$ cat config.mk
export PLATFORM = sky130hd
export DESIGN_NAME = multicycle_core
export DESIGN_NICKNAME = d
export VERILOG_FILES = /design/src/rtl/multicycle_core.sv
export SDC_FILE = /design/constraint.sdc
export NUM_CORES = 2
export LEC_CHECK = 0
export CORE_AREA = 2 2 444 446
export CTS_BUF_LIST = sky130_fd_sc_hd__clkbuf_4
export CTS_CLUSTER_DIAMETER = 30
export DETAILED_ROUTE_END_ITERATION = 12
export DIE_AREA = 0 0 446 448
export HOLD_SLACK_MARGIN = 0.15
export PLACE_DENSITY = 0.59
export SYNTH_ARGS = -nofsm -noshare
export SYNTH_HDL_FRONTEND = slang
export SYNTH_SLANG_ARGS = --single-unit
$ cat constraint.sdc
create_clock -name clk -period 6.6 [get_ports clk]
set_input_delay 1.32 -clock clk [delete_from_list [all_inputs] [get_ports clk]]
set_output_delay 1.32 -clock clk [all_outputs]
set_load 0.05 [all_outputs]
$ cat src/rtl/multicycle_core.sv
// multicycle_core: RV32I-subset core, FETCH/DECODE/EXECUTE/MEM/WB/HALT sequencer.
// One unified memory port with a req/ready handshake tolerating any number of wait states.
module multicycle_core #(
    parameter int          XLEN      = 32,
    parameter int          REG_COUNT = 32,
    parameter logic [31:0] RESET_PC  = 32'h0000_0000
) (
    input  logic            clk,
    input  logic            reset_n,
    output logic            mem_req,
    output logic            mem_we,
    output logic [XLEN-1:0] mem_addr,
    output logic [XLEN-1:0] mem_wdata,
    output logic [3:0]      mem_wstrb,
    input  logic [XLEN-1:0] mem_rdata,
    input  logic            mem_ready,
    output logic [XLEN-1:0] pc,
    output logic            retired,
    output logic            halted,
    output logic            trap,
    input  logic [4:0]      dbg_reg_addr,
    output logic [XLEN-1:0] dbg_reg_data
);
    generate
        if (XLEN != 32) begin : g_bad_xlen
            $error("multicycle_core: XLEN must be 32");
        end
        if (REG_COUNT != 32 && REG_COUNT != 16) begin : g_bad_regs
            $error("multicycle_core: REG_COUNT must be 16 or 32");
        end
    endgenerate

    localparam int RW = $clog2(REG_COUNT);
    localparam logic [6:0] OP_IMM = 7'b0010011, OP = 7'b0110011, LUI = 7'b0110111,
                           JAL = 7'b1101111, BRANCH = 7'b1100011, LOAD = 7'b0000011,
                           STORE = 7'b0100011, SYSTEM = 7'b1110011;

    typedef enum logic [2:0] {FETCH, DECODE, EXECUTE, MEM, WB, HALT} state_t;

    state_t          state, state_nx;
    logic [XLEN-1:0] regs [REG_COUNT];
    logic [31:0]     instr, op_a, op_b, imm, result, next_pc, addr;
    logic [31:0]     imm_d, alu, alu_b, tgt, ea, lane, load_val;
    logic [6:0]      opcode;
    logic [4:0]      rd, rs1, rs2, shamt;
    logic [2:0]      f3;
    logic            legal, bad_idx, use_rd, use_rs1, use_rs2;
    logic            taken, misal, is_store, wr_en, set_trap, set_halt;

    assign opcode   = instr[6:0];
    assign rd       = instr[11:7];
    assign f3       = instr[14:12];
    assign rs1      = instr[19:15];
    assign rs2      = instr[24:20];
    assign is_store = (opcode == STORE);
    assign wr_en    = opcode inside {OP_IMM, OP, LUI, JAL, LOAD};

    // Out-of-range indices (RV32E) and x0 read as zero.
    function automatic logic [XLEN-1:0] rd_reg(input logic [4:0] idx);
        if (idx == 5'd0 || (REG_COUNT == 16 && idx[4])) return '0;
        return regs[idx[RW-1:0]];
    endfunction

    assign dbg_reg_data = rd_reg(dbg_reg_addr);

    always_comb begin
        legal = 1'b0; imm_d = '0; use_rd = 1'b0; use_rs1 = 1'b0; use_rs2 = 1'b0;
        case (opcode)
            OP_IMM: begin legal = 1'b1; use_rd = 1'b1; use_rs1 = 1'b1;
                          imm_d = {{20{instr[31]}}, instr[31:20]}; end
            OP:     begin legal = 1'b1; use_rd = 1'b1; use_rs1 = 1'b1; use_rs2 = 1'b1; end
            LUI:    begin legal = 1'b1; use_rd = 1'b1; imm_d = {instr[31:12], 12'b0}; end
            JAL:    begin legal = 1'b1; use_rd = 1'b1;
                          imm_d = {{12{instr[31]}}, instr[19:12], instr[20], instr[30:21], 1'b0}; end
            BRANCH: begin legal = !(f3 inside {3'd2, 3'd3}); use_rs1 = 1'b1; use_rs2 = 1'b1;
                          imm_d = {{20{instr[31]}}, instr[7], instr[30:25], instr[11:8], 1'b0}; end
            LOAD:   begin legal = f3 inside {3'd0, 3'd1, 3'd2, 3'd4, 3'd5}; use_rd = 1'b1; use_rs1 = 1'b1;
                          imm_d = {{20{instr[31]}}, instr[31:20]}; end
            STORE:  begin legal = f3 inside {3'd0, 3'd1, 3'd2}; use_rs1 = 1'b1; use_rs2 = 1'b1;
                          imm_d = {{20{instr[31]}}, instr[31:25], instr[11:7]}; end
            SYSTEM: legal = (f3 == 3'd0);
            default: ;
        endcase
        bad_idx = (REG_COUNT == 16) &&
                  ((use_rd && rd[4]) || (use_rs1 && rs1[4]) || (use_rs2 && rs2[4]));
    end

    always_comb begin
        alu_b = (opcode == OP) ? op_b : imm;
        shamt = alu_b[4:0];
        alu   = '0;
        case (f3)
            3'd0: alu = (opcode == OP && instr[30]) ? op_a - alu_b : op_a + alu_b;
            3'd1: alu = op_a << shamt;
            3'd2: alu = {31'b0, $signed(op_a) < $signed(alu_b)};
            3'd3: alu = {31'b0, op_a < alu_b};
            3'd4: alu = op_a ^ alu_b;
            3'd5: if (instr[30]) alu = $signed(op_a) >>> shamt;
                  else           alu = op_a >> shamt;
            3'd6: alu = op_a | alu_b;
            default: alu = op_a & alu_b;
        endcase
        case (f3)
            3'd0: taken = (op_a == op_b);
            3'd1: taken = (op_a != op_b);
            3'd4: taken = $signed(op_a) < $signed(op_b);
            3'd5: taken = $signed(op_a) >= $signed(op_b);
            3'd6: taken = op_a < op_b;
            default: taken = op_a >= op_b;
        endcase
        tgt = pc + imm;
        ea  = op_a + imm;
        case (f3[1:0])
            2'd1: misal = ea[0];
            2'd2: misal = (ea[1:0] != 2'b00);
            default: misal = 1'b0;
        endcase
    end

    // Lane-shifted read data; addr[1:0] is zero for LW so lane is the full word.
    always_comb begin
        lane = mem_rdata >> {addr[1:0], 3'b000};
        case (f3)
            3'd0: load_val = {{24{lane[7]}}, lane[7:0]};
            3'd1: load_val = {{16{lane[15]}}, lane[15:0]};
            3'd4: load_val = {24'b0, lane[7:0]};
            3'd5: load_val = {16'b0, lane[15:0]};
            default: load_val = lane;
        endcase
    end

    always_comb begin
        mem_req   = reset_n && (state == FETCH || state == MEM);
        mem_we    = (state == MEM) && is_store;
        mem_addr  = (state == MEM) ? {addr[31:2], 2'b00} : pc;
        mem_wstrb = '0;
        case (f3)
            3'd0:    mem_wdata = {4{op_b[7:0]}};
            3'd1:    mem_wdata = {2{op_b[15:0]}};
            default: mem_wdata = op_b;
        endcase
        if (mem_we) begin
            case (f3)
                3'd0:    mem_wstrb = 4'b0001 << addr[1:0];
                3'd1:    mem_wstrb = 4'b0011 << addr[1:0];
                default: mem_wstrb = 4'b1111;
            endcase
        end
        retired = (state == WB) || ((state == MEM) && is_store && mem_ready);
    end

    always_ff @(posedge clk or negedge reset_n) begin
        if (!reset_n) state <= FETCH;
        else          state <= state_nx;
    end

    always_comb begin
        state_nx = state; set_trap = 1'b0; set_halt = 1'b0;
        case (state)
            FETCH:  if (mem_ready) state_nx = DECODE;
            DECODE: if (!legal || bad_idx) begin set_trap = 1'b1; state_nx = HALT; end
                    else state_nx = EXECUTE;
            EXECUTE: begin
                state_nx = WB;
                case (opcode)
                    SYSTEM:      begin set_halt = 1'b1; state_nx = HALT; end
                    LOAD, STORE: if (misal) begin set_trap = 1'b1; state_nx = HALT; end
                                 else state_nx = MEM;
                    BRANCH:      if (taken && tgt[1]) begin set_trap = 1'b1; state_nx = HALT; end
                    JAL:         if (tgt[1]) begin set_trap = 1'b1; state_nx = HALT; end
                    default: ;
                endcase
            end
            MEM:     if (mem_ready) state_nx = is_store ? FETCH : WB;
            WB:      state_nx = FETCH;
            default: state_nx = HALT;
        endcase
    end

    always_ff @(posedge clk or negedge reset_n) begin
        if (!reset_n) begin
            pc <= RESET_PC; instr <= '0; op_a <= '0; op_b <= '0; imm <= '0;
            result <= '0; next_pc <= '0; addr <= '0; halted <= 1'b0; trap <= 1'b0;
            for (int i = 0; i < REG_COUNT; i++) regs[i] <= '0;
        end else begin
            halted <= halted | set_trap | set_halt;
            trap   <= trap | set_trap;
            case (state)
                FETCH:   if (mem_ready) instr <= mem_rdata;
                DECODE:  begin op_a <= rd_reg(rs1); op_b <= rd_reg(rs2); imm <= imm_d; end
                EXECUTE: begin
                    result  <= (opcode == LUI) ? imm : (opcode == JAL) ? pc + 32'd4 : alu;
                    next_pc <= ((opcode == JAL) || (opcode == BRANCH && taken)) ? tgt : pc + 32'd4;
                    addr    <= ea;
                end
                MEM: if (mem_ready) begin
                    if (is_store) pc <= pc + 32'd4;
                    else          result <= load_val;
                end
                WB: begin
                    if (wr_en && rd != 5'd0) regs[rd[RW-1:0]] <= result;
                    pc <= next_pc;
                end
                default: ;
            endcase
        end
    end
endmodule

==> metrics <==
Pre-Repair DR Iteration Count 6; Post-Layout Inst Area just under 100,000 µm²; Simple-Gate Fraction of Synth Area roughly 6%; Placer Congestion a little over 1; Antenna Nets Post-Route 0; data required time of the worst path around 5300 ps; CTS Sinks 1,285; area grow syn2layout 11.4%; CTS tree yes; multi-input logic area ~52,000 µm²; flops & latches, synth roughly 1,300; initial antenna violation count 15; fin crit share 98.6%; Die Y-Extent ~450 µm; XOR/XNOR share of the synthesized area under 10%; Hold WC Path Type reg2reg; Rel. slew slack 5.82%; WS Path Type reg2out; drt first-iter violations ~7,700; Placement Setup Slack 553 ps; Routed WL roughly 360,000 µm; first-pass GRT wire length a little over 500,000 µm; YS warnings 0; Max H-tree Level 5; minimum clock period ~6500 ps; VDD IR max 0.327 mV; overflow left after global routing 0; clock root cell clkbuf_4; power share of the combinational group a little under half; routed vias/inst between 6 and 7; Yosys cell types 95; Max Clock Freq ~0.15 GHz; mux contribution to synthesized area 40.5%; Psw roughly 15 mW; post-placement cell area just over 90,000 µm²; layout cells sized above 1 approximately two fifths; MaxCap Viol Count 0; Crit path max-delay family buffers and inverters; Reg clk slew, reported paths about 60 ps; Netlist Area Pre-Place about 87,000 µm²; worst-margin pin slew ~1400 ps; largest net degree at the start of global routing 167; total CTS buffers between 300 and 400; Switching Fraction a little under half; Leakage about 43 nW; Main synth FF type dfrtp_1; clk buf depth 4; via count between 60,000 and 70,000; Worst Slack Setup Final just over 90 ps; core area about 200,000 µm²; DRC viols 0; ys async rst share between 90% and 100%; vias in the first global route between 60,000 and 70,000; status complete, no violations; crit-path cells inv_1 > ha_2 > inv_1 > nor2_2 > buf_4 > a221oi_1 > a21oi_1 > clkdlybuf4s50_1; element type at the critical path end output pin; Final Hold Viols 0; Die W 446 µm; site row count 162; Die Area ~200,000 µm²; Flop pwr share between 20% and 30%; compound-cell area share of the yosys netlist approximately 8.5%; Final Setup Violations 0; syn nets roughly 7,300; FILL cells between 15,000 and 20,000; DP HPWL around 240,000 µm; PwrDens 332 nW/µm²; number of synthesized flops with an enable pin 0; GR Util All Layers about 36%; CP peak stage delay 870 ps; Port-buffer cells 176; # nets final approximately 7,400; Adder-Cell Fraction of Synth Area 2.90%; Post-Synthesis Cells 7,021; boundary pin count 177; Int Power approximately 17 mW; crit start category flip-flop; RSZ-0062 raised after global routing no; Starting Density 44.8%; clk_skew 84.8 ps; critical path peak fanout 18; largest family of logic cells by synthesized area multiplexers; Clock power frac 24.5%; fin. max-slew vios 0; Worst Path Arrival about 5200 ps; Crit path buffers/inverters 4; Register Area 32,200 µm²; Mapped Avg Cell Area between 10 and 15 µm²; Avg WL per Cell around 36 µm; Worst-Skew Late Latency 1450 ps; sequential area share after synthesis between 30% and 40%; TNS Setup 0 ps; slowest library cell on the worst path clkdlybuf4s50_1; cell mode on critical path inv_1
## cells by family after synthesis
logic type	after synthesis
mux	2224
compound gates	1152
simple gates	1181
xor+xnor	140
buf+inv	839
flops	1285
fa+ha+maj	200
## cell usage in the layout (no fill, tap or decap), types with 96 or more instances in the layout
master,synthesis,routed
dfrtp_1,1285,1275
mux2_2,1080,1080
mux4_2,938,938
clkbuf_4,0,522
nand2_1,529,509
nor2_1,317,304
o21ai_0,295,295
a21oi_1,261,257
buf_4,12,226
mux2i_1,203,203
ha_1,196,195
clkdlybuf4s50_1,0,169
inv_1,143,143
clkinv_1,3,96
## layout make-up
cell class / count / area share (%)
sequential: 1285 / 33.1
multi-input combinational: 4897 / 53.7
tap: 2542 / 3.27
antenna: 13 / 0.0335
clock inverter: 169 / 1.01
clock buffer: 522 / 4.03
inverter: 149 / 0.578
timing repair buffer: 433 / 4.23
## metal layers
| layer | vias to the layer above | GRT usage [%] | part of all wire (%) |
|---|---|---|---|
| met5 | - | 0 | 0.012 |
| met4 | 6 | 22.1 | 6.8 |
| met3 | 1053 | 8.65 | 9.4 |
| met2 | 4123 | 55.8 | 46 |
| met1 | 35780 | 46.2 | 38 |
| li1 | 27613 | - | - |
## synthesized netlist by cell type (14+ instances only)
cell type  number  area, µm²
a2111oi_0      19        166
a211oi_1       54        405
a21o_1         68        510
a21oi_1       261       1310
a221oi_1       42        368
a22o_1         16        140
a31oi_1        37        231
and2_1         18        113
and3_1         24        150
buf_1         156        586
buf_2          62        310
clkbuf_1      457       1720
dfrtp_1      1285      32200
ha_1          196       2450
inv_1         143        537
mux2_2       1080      12200
mux2i_1       203       2030
mux4_2        938      21100
nand2_1       529       1990
nand2b_1       21        131
nand3_1        66        330
nand4_1        30        188
nor2_1        317       1190
nor2b_1        45        282
nor3_1         56        280
o2111ai_1      14        123
o211ai_1       45        338
o21a_1         15        113
o21ai_0       295       1480
o21bai_1       17        128
o221ai_1       15        131
o22ai_1        94        588
o31ai_1        23        173
o32ai_1        27        236
or3_1          15       93.8
xnor2_1        68        596
xor2_1         72        631
## through the flow
step	hold WS, ps	std cells	total power, mW	util [%]
2_1_floorplan	439	7021	17.9	-
3_3_place_gp	396	9304	24.1	47.4
3_5_place_dp	402	9305	24.1	47.4
4_1_cts	417	9997	32.0	49.9
5_1_grt	430	10003	33.4	49.9
6_report	417	10010	32.3	49.9
## power by group through the flow
stage	combinational [mW]	sequential (mW)	clock (mW)
3_3_place_gp	14.4	9.73	0
4_1_cts	14.4	9.60	8.05
6_report	14.7	9.64	7.90
5_1_grt	15.2	9.68	8.51
2_1_floorplan	8.84	9.09	0
3_5_place_dp	14.3	9.74	0
## state kept, by name, indices dropped and copies added, names as in the netlist
signal,count
regs,1024
addr,32
imm,32
instr,32
next_pc,32
op_a,32
op_b,32
pc,32
result,32
state,3
halted,1
trap,1
## timing repair
item / in CTS / in global routing
hold buffers: 1 / 0
endpoints found under the hold margin: 108 / 0
setup buffers: 0 / 0
resized for setup: 2 / 2
endpoints found under the setup margin: 4 / 1
## path summary, 6_finish.rpt
kind | from | to | slack (ps) | cells after the start
max in group asynchronous | reset_n | regs[635]$_DFFE_PN0P_ | 3070 | 5
worst min-delay path | regs[1015]$_DFFE_PN0P_ | regs[1015]$_DFFE_PN0P_ | 420 | 0
min in group asynchronous | reset_n | next_pc[16]$_DFFE_PN0P_ | 520 | 2
worst min register to register | regs[1015]$_DFFE_PN0P_ | regs[1015]$_DFFE_PN0P_ | 420 | 0
worst max-delay path | instr[13]$_DFFE_PN0P_ | mem_wdata[26] | 90 | 8
worst max register to register | instr[6]$_DFFE_PN0P_ | result[30]$_DFFE_PN0P_ | 850 | 17
Power figures use the tool's default switching activity.
